`src/rtl/lvds_multi_align.sv`:
```
// lvds_multi_align: multi-lane LVDS word aligner (rx_clk domain).
// Each lane pulses its bitslip until PATTERN has been seen MATCH_CNT times in
// a row, then holds lock. While training, MISS_MAX consecutive misses drop the
// lock and alignment restarts.
// Optional build macro LVDS_ALIGN_SLIPCNT_EN adds a saturating per-lane
// slip_cnt output (8 bits per lane).

module lvds_align_lane #(
    parameter int               DESER     = 10,
    parameter logic [DESER-1:0] PATTERN   = 10'h3E0,
    parameter int               MATCH_CNT = 16,
    parameter int               SLIP_WAIT = 4,
    parameter int               MISS_MAX  = 4
) (
    input  logic             rx_clk,
    input  logic             rst,
    input  logic [DESER-1:0] word,
    input  logic             train_en,
    output logic             bitslip,
    output logic             lane_locked,
    output logic             lane_fail
`ifdef LVDS_ALIGN_SLIPCNT_EN
    ,
    output logic [7:0]       slip_cnt
`endif
);
    localparam int MW = $clog2(MATCH_CNT + 1);
    localparam int WW = $clog2(SLIP_WAIT + 1);
    localparam int TW = $clog2(DESER + 1);
    localparam int XW = $clog2(MISS_MAX + 1);

    typedef enum logic [2:0] {IDLE, CHECK, SLIP, WAIT, LOCKED, FAIL} state_t;

    state_t        state, state_n;
    logic [MW-1:0] match_cnt, match_n;
    logic [WW-1:0] wait_cnt, wait_n;
    logic [TW-1:0] slip_tries, tries_n;
    logic [XW-1:0] miss_cnt, miss_n;
    logic          hit;

    assign hit         = (word == PATTERN);
    assign lane_locked = (state == LOCKED);
    assign lane_fail   = (state == FAIL);

    // State and counter registers; reset returns the lane to IDLE.
    always_ff @(posedge rx_clk) begin
        if (rst) begin
            state      <= IDLE;
            match_cnt  <= '0;
            wait_cnt   <= '0;
            slip_tries <= '0;
            miss_cnt   <= '0;
        end else begin
            state      <= state_n;
            match_cnt  <= match_n;
            wait_cnt   <= wait_n;
            slip_tries <= tries_n;
            miss_cnt   <= miss_n;
        end
    end

    // Next-state, counter updates and the bitslip pulse.
    always_comb begin
        state_n = state;
        match_n = match_cnt;
        wait_n  = wait_cnt;
        tries_n = slip_tries;
        miss_n  = miss_cnt;
        bitslip = 1'b0;
        case (state)
            IDLE: if (train_en) state_n = CHECK;
            CHECK: begin
                if (!train_en) begin
                    state_n = IDLE;
                end else if (hit) begin
                    if (match_cnt == MW'(MATCH_CNT - 1)) begin
                        state_n = LOCKED;
                        match_n = '0;
                        miss_n  = '0;
                    end else begin
                        match_n = match_cnt + 1'b1;
                    end
                end else begin
                    match_n = '0;
                    state_n = (slip_tries == TW'(DESER)) ? FAIL : SLIP;
                end
            end
            SLIP: begin
                if (!train_en) begin
                    state_n = IDLE;
                end else begin
                    // A reset arriving in this cycle kills the pulse outright.
                    bitslip = !rst;
                    tries_n = slip_tries + 1'b1;
                    wait_n  = '0;
                    state_n = WAIT;
                end
            end
            WAIT: begin
                if (!train_en)                          state_n = IDLE;
                else if (wait_cnt == WW'(SLIP_WAIT - 1)) state_n = CHECK;
                else                                    wait_n  = wait_cnt + 1'b1;
            end
            LOCKED: begin
                // With training off the link carries payload: hold lock blindly.
                if (train_en) begin
                    if (hit) begin
                        miss_n = '0;
                    end else if (miss_cnt == XW'(MISS_MAX - 1)) begin
                        state_n = CHECK;
                        match_n = '0;
                        tries_n = '0;
                        miss_n  = '0;
                    end else begin
                        miss_n = miss_cnt + 1'b1;
                    end
                end
            end
            FAIL: if (!train_en) state_n = IDLE;
            default: state_n = IDLE;
        endcase
        // Every route into IDLE starts the next attempt from clean counters.
        if (state_n == IDLE) begin
            match_n = '0;
            wait_n  = '0;
            tries_n = '0;
            miss_n  = '0;
        end
    end

`ifdef LVDS_ALIGN_SLIPCNT_EN
    // Saturating count of pulses issued since the lane last left IDLE.
    always_ff @(posedge rx_clk) begin
        if (rst)                                    slip_cnt <= '0;
        else if (state == IDLE && state_n == CHECK) slip_cnt <= '0;
        else if (bitslip && slip_cnt != 8'hFF)      slip_cnt <= slip_cnt + 8'd1;
    end
`endif
endmodule

module lvds_multi_align #(
    parameter int               LANES     = 2,
    parameter int               DESER     = 10,
    parameter logic [DESER-1:0] PATTERN   = 10'h3E0,
    parameter int               MATCH_CNT = 16,
    parameter int               SLIP_WAIT = 4,
    parameter int               MISS_MAX  = 4
) (
    input  logic                   rx_clk,
    input  logic                   rst,
    input  logic [LANES*DESER-1:0] rx_data,
    input  logic                   train_en,
    output logic [LANES-1:0]       bitslip,
    output logic [LANES-1:0]       lane_locked,
    output logic [LANES-1:0]       lane_fail,
    output logic                   all_locked
`ifdef LVDS_ALIGN_SLIPCNT_EN
    ,
    output logic [LANES*8-1:0]     slip_cnt
`endif
);
    for (genvar n = 0; n < LANES; n++) begin : g_lane
        lvds_align_lane #(
            .DESER(DESER), .PATTERN(PATTERN), .MATCH_CNT(MATCH_CNT),
            .SLIP_WAIT(SLIP_WAIT), .MISS_MAX(MISS_MAX)
        ) u_lane (
            .rx_clk     (rx_clk),
            .rst        (rst),
            .word       (rx_data[n*DESER +: DESER]),
            .train_en   (train_en),
            .bitslip    (bitslip[n]),
            .lane_locked(lane_locked[n]),
            .lane_fail  (lane_fail[n])
`ifdef LVDS_ALIGN_SLIPCNT_EN
            ,
            .slip_cnt   (slip_cnt[n*8 +: 8])
`endif
        );
    end

    // Link-level lock, registered one cycle behind the lane flags.
    always_ff @(posedge rx_clk) begin
        if (rst) all_locked <= 1'b0;
        else     all_locked <= &lane_locked;
    end
endmodule

```
`config.mk`:
```
export PLATFORM = sky130hd
export DESIGN_NAME = lvds_multi_align
export DESIGN_NICKNAME = d
export VERILOG_FILES = /design/src/rtl/lvds_multi_align.sv
export SDC_FILE = /design/constraint.sdc
export NUM_CORES = 1
export LEC_CHECK = 0
export CAP_MARGIN = 25
export CELL_PAD_IN_SITES_DETAIL_PLACEMENT = 1
export CELL_PAD_IN_SITES_GLOBAL_PLACEMENT = 2
export CORE_MARGIN = 3
export CORE_UTILIZATION = 30
export CTS_BUF_LIST = sky130_fd_sc_hd__clkbuf_8
export DETAILED_ROUTE_END_ITERATION = 6
export PLACE_DENSITY = 0.86
export SLEW_MARGIN = 20
export SYNTH_ARGS = -nofsm -noshare
export SYNTH_HDL_FRONTEND = slang
export SYNTH_SLANG_ARGS = --single-unit
```
`constraint.sdc`:
```
create_clock -name rx_clk -period 4.4 [get_ports rx_clk]
set_clock_uncertainty 0.05 [all_clocks]
set_input_delay 0.88 -clock rx_clk [delete_from_list [all_inputs] [get_ports rx_clk]]
set_output_delay 0.88 -clock rx_clk [all_outputs]
set_load 0.03 [all_outputs]
```
==> reports/summary.json <==
{
  "clock_tree": {
    "ctsHoldBuffers": 0,
    "ctsLongestPathBuffers": 2,
    "cts_tree": "yes",
    "clk_pin_slew_worst_paths_ns": 0.07,
    "clock_insertion_delay_worst_skew_ns": 0.29,
    "cts.repair_timing.setup_buffer_count": 0,
    "clock_root_cell": "sky130_fd_sc_hd__clkbuf_8",
    "cts_htree_levels": 2,
    "post_cts_resize_count": 0,
    "cts_inserted_buffers": 5,
    "numClockSinks": 37
  },
  "setup_path": {
    "worst-endpoint-arrival_ns": 2.61,
    "worstSetupPathType": "input pin to primary output",
    "crit_path_cell_trace": "clkdlybuf4s50_1, nand3_1, nor2_1, clkdlybuf4s50_1",
    "reg2reg_depth": 6,
    "cp_slowest_stage_delay_ns": 0.68,
    "critical_path.slowest_cell": "sky130_fd_sc_hd__clkdlybuf4s50_1",
    "crit_top_cell": "sky130_fd_sc_hd__clkdlybuf4s50_1",
    "worst-r2r-setup-slack_ns": 2.13,
    "worstSetupEndpoint": "bitslip[0]",
    "critPathLaunchType": "input pin",
    "cp-startpoint": "train_en",
    "regToRegStartpoint": "g_lane[0].u_lane.state[2]$_SDFF_PP0_",
    "regToRegEndpoint": "g_lane[0].u_lane.match_cnt[2]$_SDFFE_PP0P_",
    "cp.required_ns": 3.47,
    "timing.critical_path.to_type": "primary output",
    "worst-path-max-fanout": 8
  },
  "layout": {
    "layout_cell_share_with_drive_strength_beyond_1_pct": 6.46,
    "finalCoreUtilization_pct": 37.7,
    "register_cell_area_after_layout_um2": 741,
    "syn_to_layout_area_delta_pct": 21.2,
    "area_of_combinational_cells_with_multiple_inputs_um2": 1270,
    "layout_common_cells": "sky130_fd_sc_hd__dfxtp_1, sky130_fd_sc_hd__nor2_1, sky130_fd_sc_hd__clkdlybuf4s50_1",
    "num-nets-final": 328,
    "filler_cell_count": 851,
    "mostFrequentLayoutCell": "sky130_fd_sc_hd__dfxtp_1",
    "insertedDiodeCount": 0
  },
  "sta": {
    "period_needed_ns": 3.54,
    "worst-slew-pin-transition_ns": 0.539,
    "hold_viol_final": 0,
    "slew_violations": 0,
    "fin_worst_hold_slack_ns": 0.417,
    "slew_headroom_pct": 63.7,
    "max_clock_freq_mhz": 283,
    "postLayoutSetupSlackWorst_ns": 0.863,
    "setup_tns_ns": 0,
    "rsz_0062_raised_after_global_routing": "false",
    "setup_violation_total_in_the_final_timing_report": 0,
    "final_min_period_over_clock_period_pct": 80.4
  },
  "yosys": {
    "synthesis.area_per_instance_um2": 8.06,
    "synth_compound_gate_area_share_pct": 17.6,
    "prevailing_post_synth_register_cell": "sky130_fd_sc_hd__dfxtp_1",
    "yosys_warnings": 0,
    "count_of_different_cell_masters_after_synthesis": 50,
    "synth_area_um2": 2130,
    "xor_xnor_share_of_the_synthesized_area_pct": 1.24,
    "synth_top_family_by_area": "simple AND/OR/NAND/NOR gates",
    "fraction_of_registers_with_async_set_reset_pct": 0,
    "synthCells": 264,
    "yosys.area_share.adder_pct": 7.06,
    "post_synth_edffs": 0,
    "synth-seq-area-share_pct": 34.8,
    "yosys.area_share.simple_pct": 31.7,
    "muxShareOfSynthArea_pct": 1.94,
    "postSynthRegisterBits": 37,
    "synth_nets": 299
  },
  "routing": {
    "avgRoutedWirePerCell_um": 13.8,
    "post_drt_via_cell_ratio": 5.17,
    "first_pass_iters": 4,
    "drt_wl_total_um": 5360,
    "drc": 0,
    "via_count": 2016,
    "drtIter0Drc": 54,
    "route.antenna.remaining_nets": 0
  },
  "floorplan": {
    "start_util_pct": 31.1,
    "fp.dieW_um": 90.2,
    "boundaryPins": 30,
    "die_height_um": 90.2,
    "number_of_cell_rows": 30,
    "floorplan.core_area_um2": 6830,
    "die-area_um2": 8140
  },
  "min_path": {
    "worst_hold_path_type": "flip-flop to flip-flop"
  },
  "grt": {
    "first_global_vias": 2073,
    "largest_net_degree_at_the_start_of_global_routing": 16,
    "initial_antenna_violation_count": 0,
    "grt_pass1_wl_um": 9690,
    "globalRoute.totalOverflow": 0,
    "grt_use_total_pct": 14.2
  },
  "power": {
    "peakVddDrop_uv": 151,
    "cellLeakagePower_uw": 0.000937,
    "cellPowerDensity_nw_per_um2": 243,
    "design_power_total_uw": 626
  },
  "status": {
    "status": "complete, no violations"
  },
  "placed_design": {
    "portBuffers": 29,
    "routabilityCongestion": 0.810,
    "post-place-ws_ns": 0.864,
    "detailed_place_hpwl_um": 4160
  },
  "run": {
    "maxcap_viol_count": 0
  }
}
## cell type report
| class | instances | area share, % |
|---|---|---|
| flip-flops and latches | 37 | 28.7 |
| multi-input cells | 204 | 49.2 |
| clock inverters | 3 | 0.437 |
| well taps | 96 | 4.66 |
| clock buffers | 5 | 2.67 |
| repair buffers | 34 | 12.7 |
| inverters | 11 | 1.60 |
## layer usage
metal	part of all wire (%)	track usage (%)	wire [µm]
met1	48	17.9	2570
met4	1.4	4.46	75
met3	3.4	3.26	182
met5	0	0	0
met2	47	24.0	2530
## where the power goes
group | switching (µW) | internal [µW]
logic | 28.6 | 29.6
clock network | 122 | 106
registers | 3.24 | 337
total | 154 | 472
## logic make-up (layout without fill, tap and decap cells)
family | after synthesis | after routing
xor gates and xnor gates | 3 | 3
and+or+nand+nor | 129 | 129
adders and majority gates | 12 | 12
AOI/OAI and AO/OA | 56 | 56
DFF | 37 | 37
muxes | 4 | 4
buffers and inverters | 23 | 53
## metrics by stage
stage,std cells,cell area (µm²)
4_1_cts,390,2580
2_1_floorplan,264,2130
3_3_place_gp,382,2500
3_5_place_dp,382,2500
6_report,390,2580
5_1_grt,390,2580
## critical path, delay by kind of cell
family                 cells  cell delay (ns)
and+or+nand+nor            2             0.37
buffers and inverters      2             1.35
## state kept, by name, summed over array words and instances (netlist names)
name / flops
all_locked: 1
g_lane.u_lane.match_cnt: 10
g_lane.u_lane.miss_cnt: 6
g_lane.u_lane.slip_tries: 8
g_lane.u_lane.state: 6
g_lane.u_lane.wait_cnt: 6
## cells in the mapped netlist (3+ instances only)
library cell | number | share of area [%]
sky130_fd_sc_hd__a21oi_1 | 16 | 3.8
sky130_fd_sc_hd__a22oi_1 | 5 | 1.8
sky130_fd_sc_hd__a31oi_1 | 7 | 2.1
sky130_fd_sc_hd__and2_1 | 3 | 0.88
sky130_fd_sc_hd__buf_4 | 6 | 2.1
sky130_fd_sc_hd__clkbuf_1 | 3 | 0.53
sky130_fd_sc_hd__dfxtp_1 | 37 | 35
sky130_fd_sc_hd__ha_1 | 12 | 7.1
sky130_fd_sc_hd__inv_1 | 11 | 1.9
sky130_fd_sc_hd__mux2i_1 | 3 | 1.4
sky130_fd_sc_hd__nand2_1 | 19 | 3.4
sky130_fd_sc_hd__nand2b_1 | 3 | 0.88
sky130_fd_sc_hd__nand3_1 | 15 | 3.5
sky130_fd_sc_hd__nand3b_1 | 4 | 1.4
sky130_fd_sc_hd__nand4_1 | 4 | 1.2
sky130_fd_sc_hd__nor2_1 | 35 | 6.2
sky130_fd_sc_hd__nor2b_1 | 8 | 2.4
sky130_fd_sc_hd__nor3_1 | 15 | 3.5
sky130_fd_sc_hd__nor3b_1 | 5 | 1.8
sky130_fd_sc_hd__nor4_1 | 3 | 0.88
sky130_fd_sc_hd__o21ai_0 | 10 | 2.4
sky130_fd_sc_hd__or3_1 | 3 | 0.88
## worst min-delay path by stage
stage / cells past startpoint / slack, ns / end / startpoint
floorplan: 2 / 0.39 / g_lane[1].u_lane.miss_cnt[1]$_SDFFE_PP0P_ / g_lane[1].u_lane.miss_cnt[1]$_SDFFE_PP0P_
global placement: 2 / 0.39 / g_lane[1].u_lane.miss_cnt[1]$_SDFFE_PP0P_ / g_lane[1].u_lane.miss_cnt[1]$_SDFFE_PP0P_
detailed placement: 2 / 0.41 / g_lane[1].u_lane.miss_cnt[1]$_SDFFE_PP0P_ / g_lane[1].u_lane.miss_cnt[1]$_SDFFE_PP0P_
CTS: 2 / 0.43 / g_lane[1].u_lane.miss_cnt[1]$_SDFFE_PP0P_ / g_lane[1].u_lane.miss_cnt[1]$_SDFFE_PP0P_
global route: 1 / 0.44 / g_lane[0].u_lane.miss_cnt[2]$_SDFFE_PP0P_ / g_lane[0].u_lane.miss_cnt[2]$_SDFFE_PP0P_
finish: 2 / 0.42 / g_lane[1].u_lane.miss_cnt[1]$_SDFFE_PP0P_ / g_lane[1].u_lane.miss_cnt[1]$_SDFFE_PP0P_
Note: power is estimated with default switching activity, not from simulation.
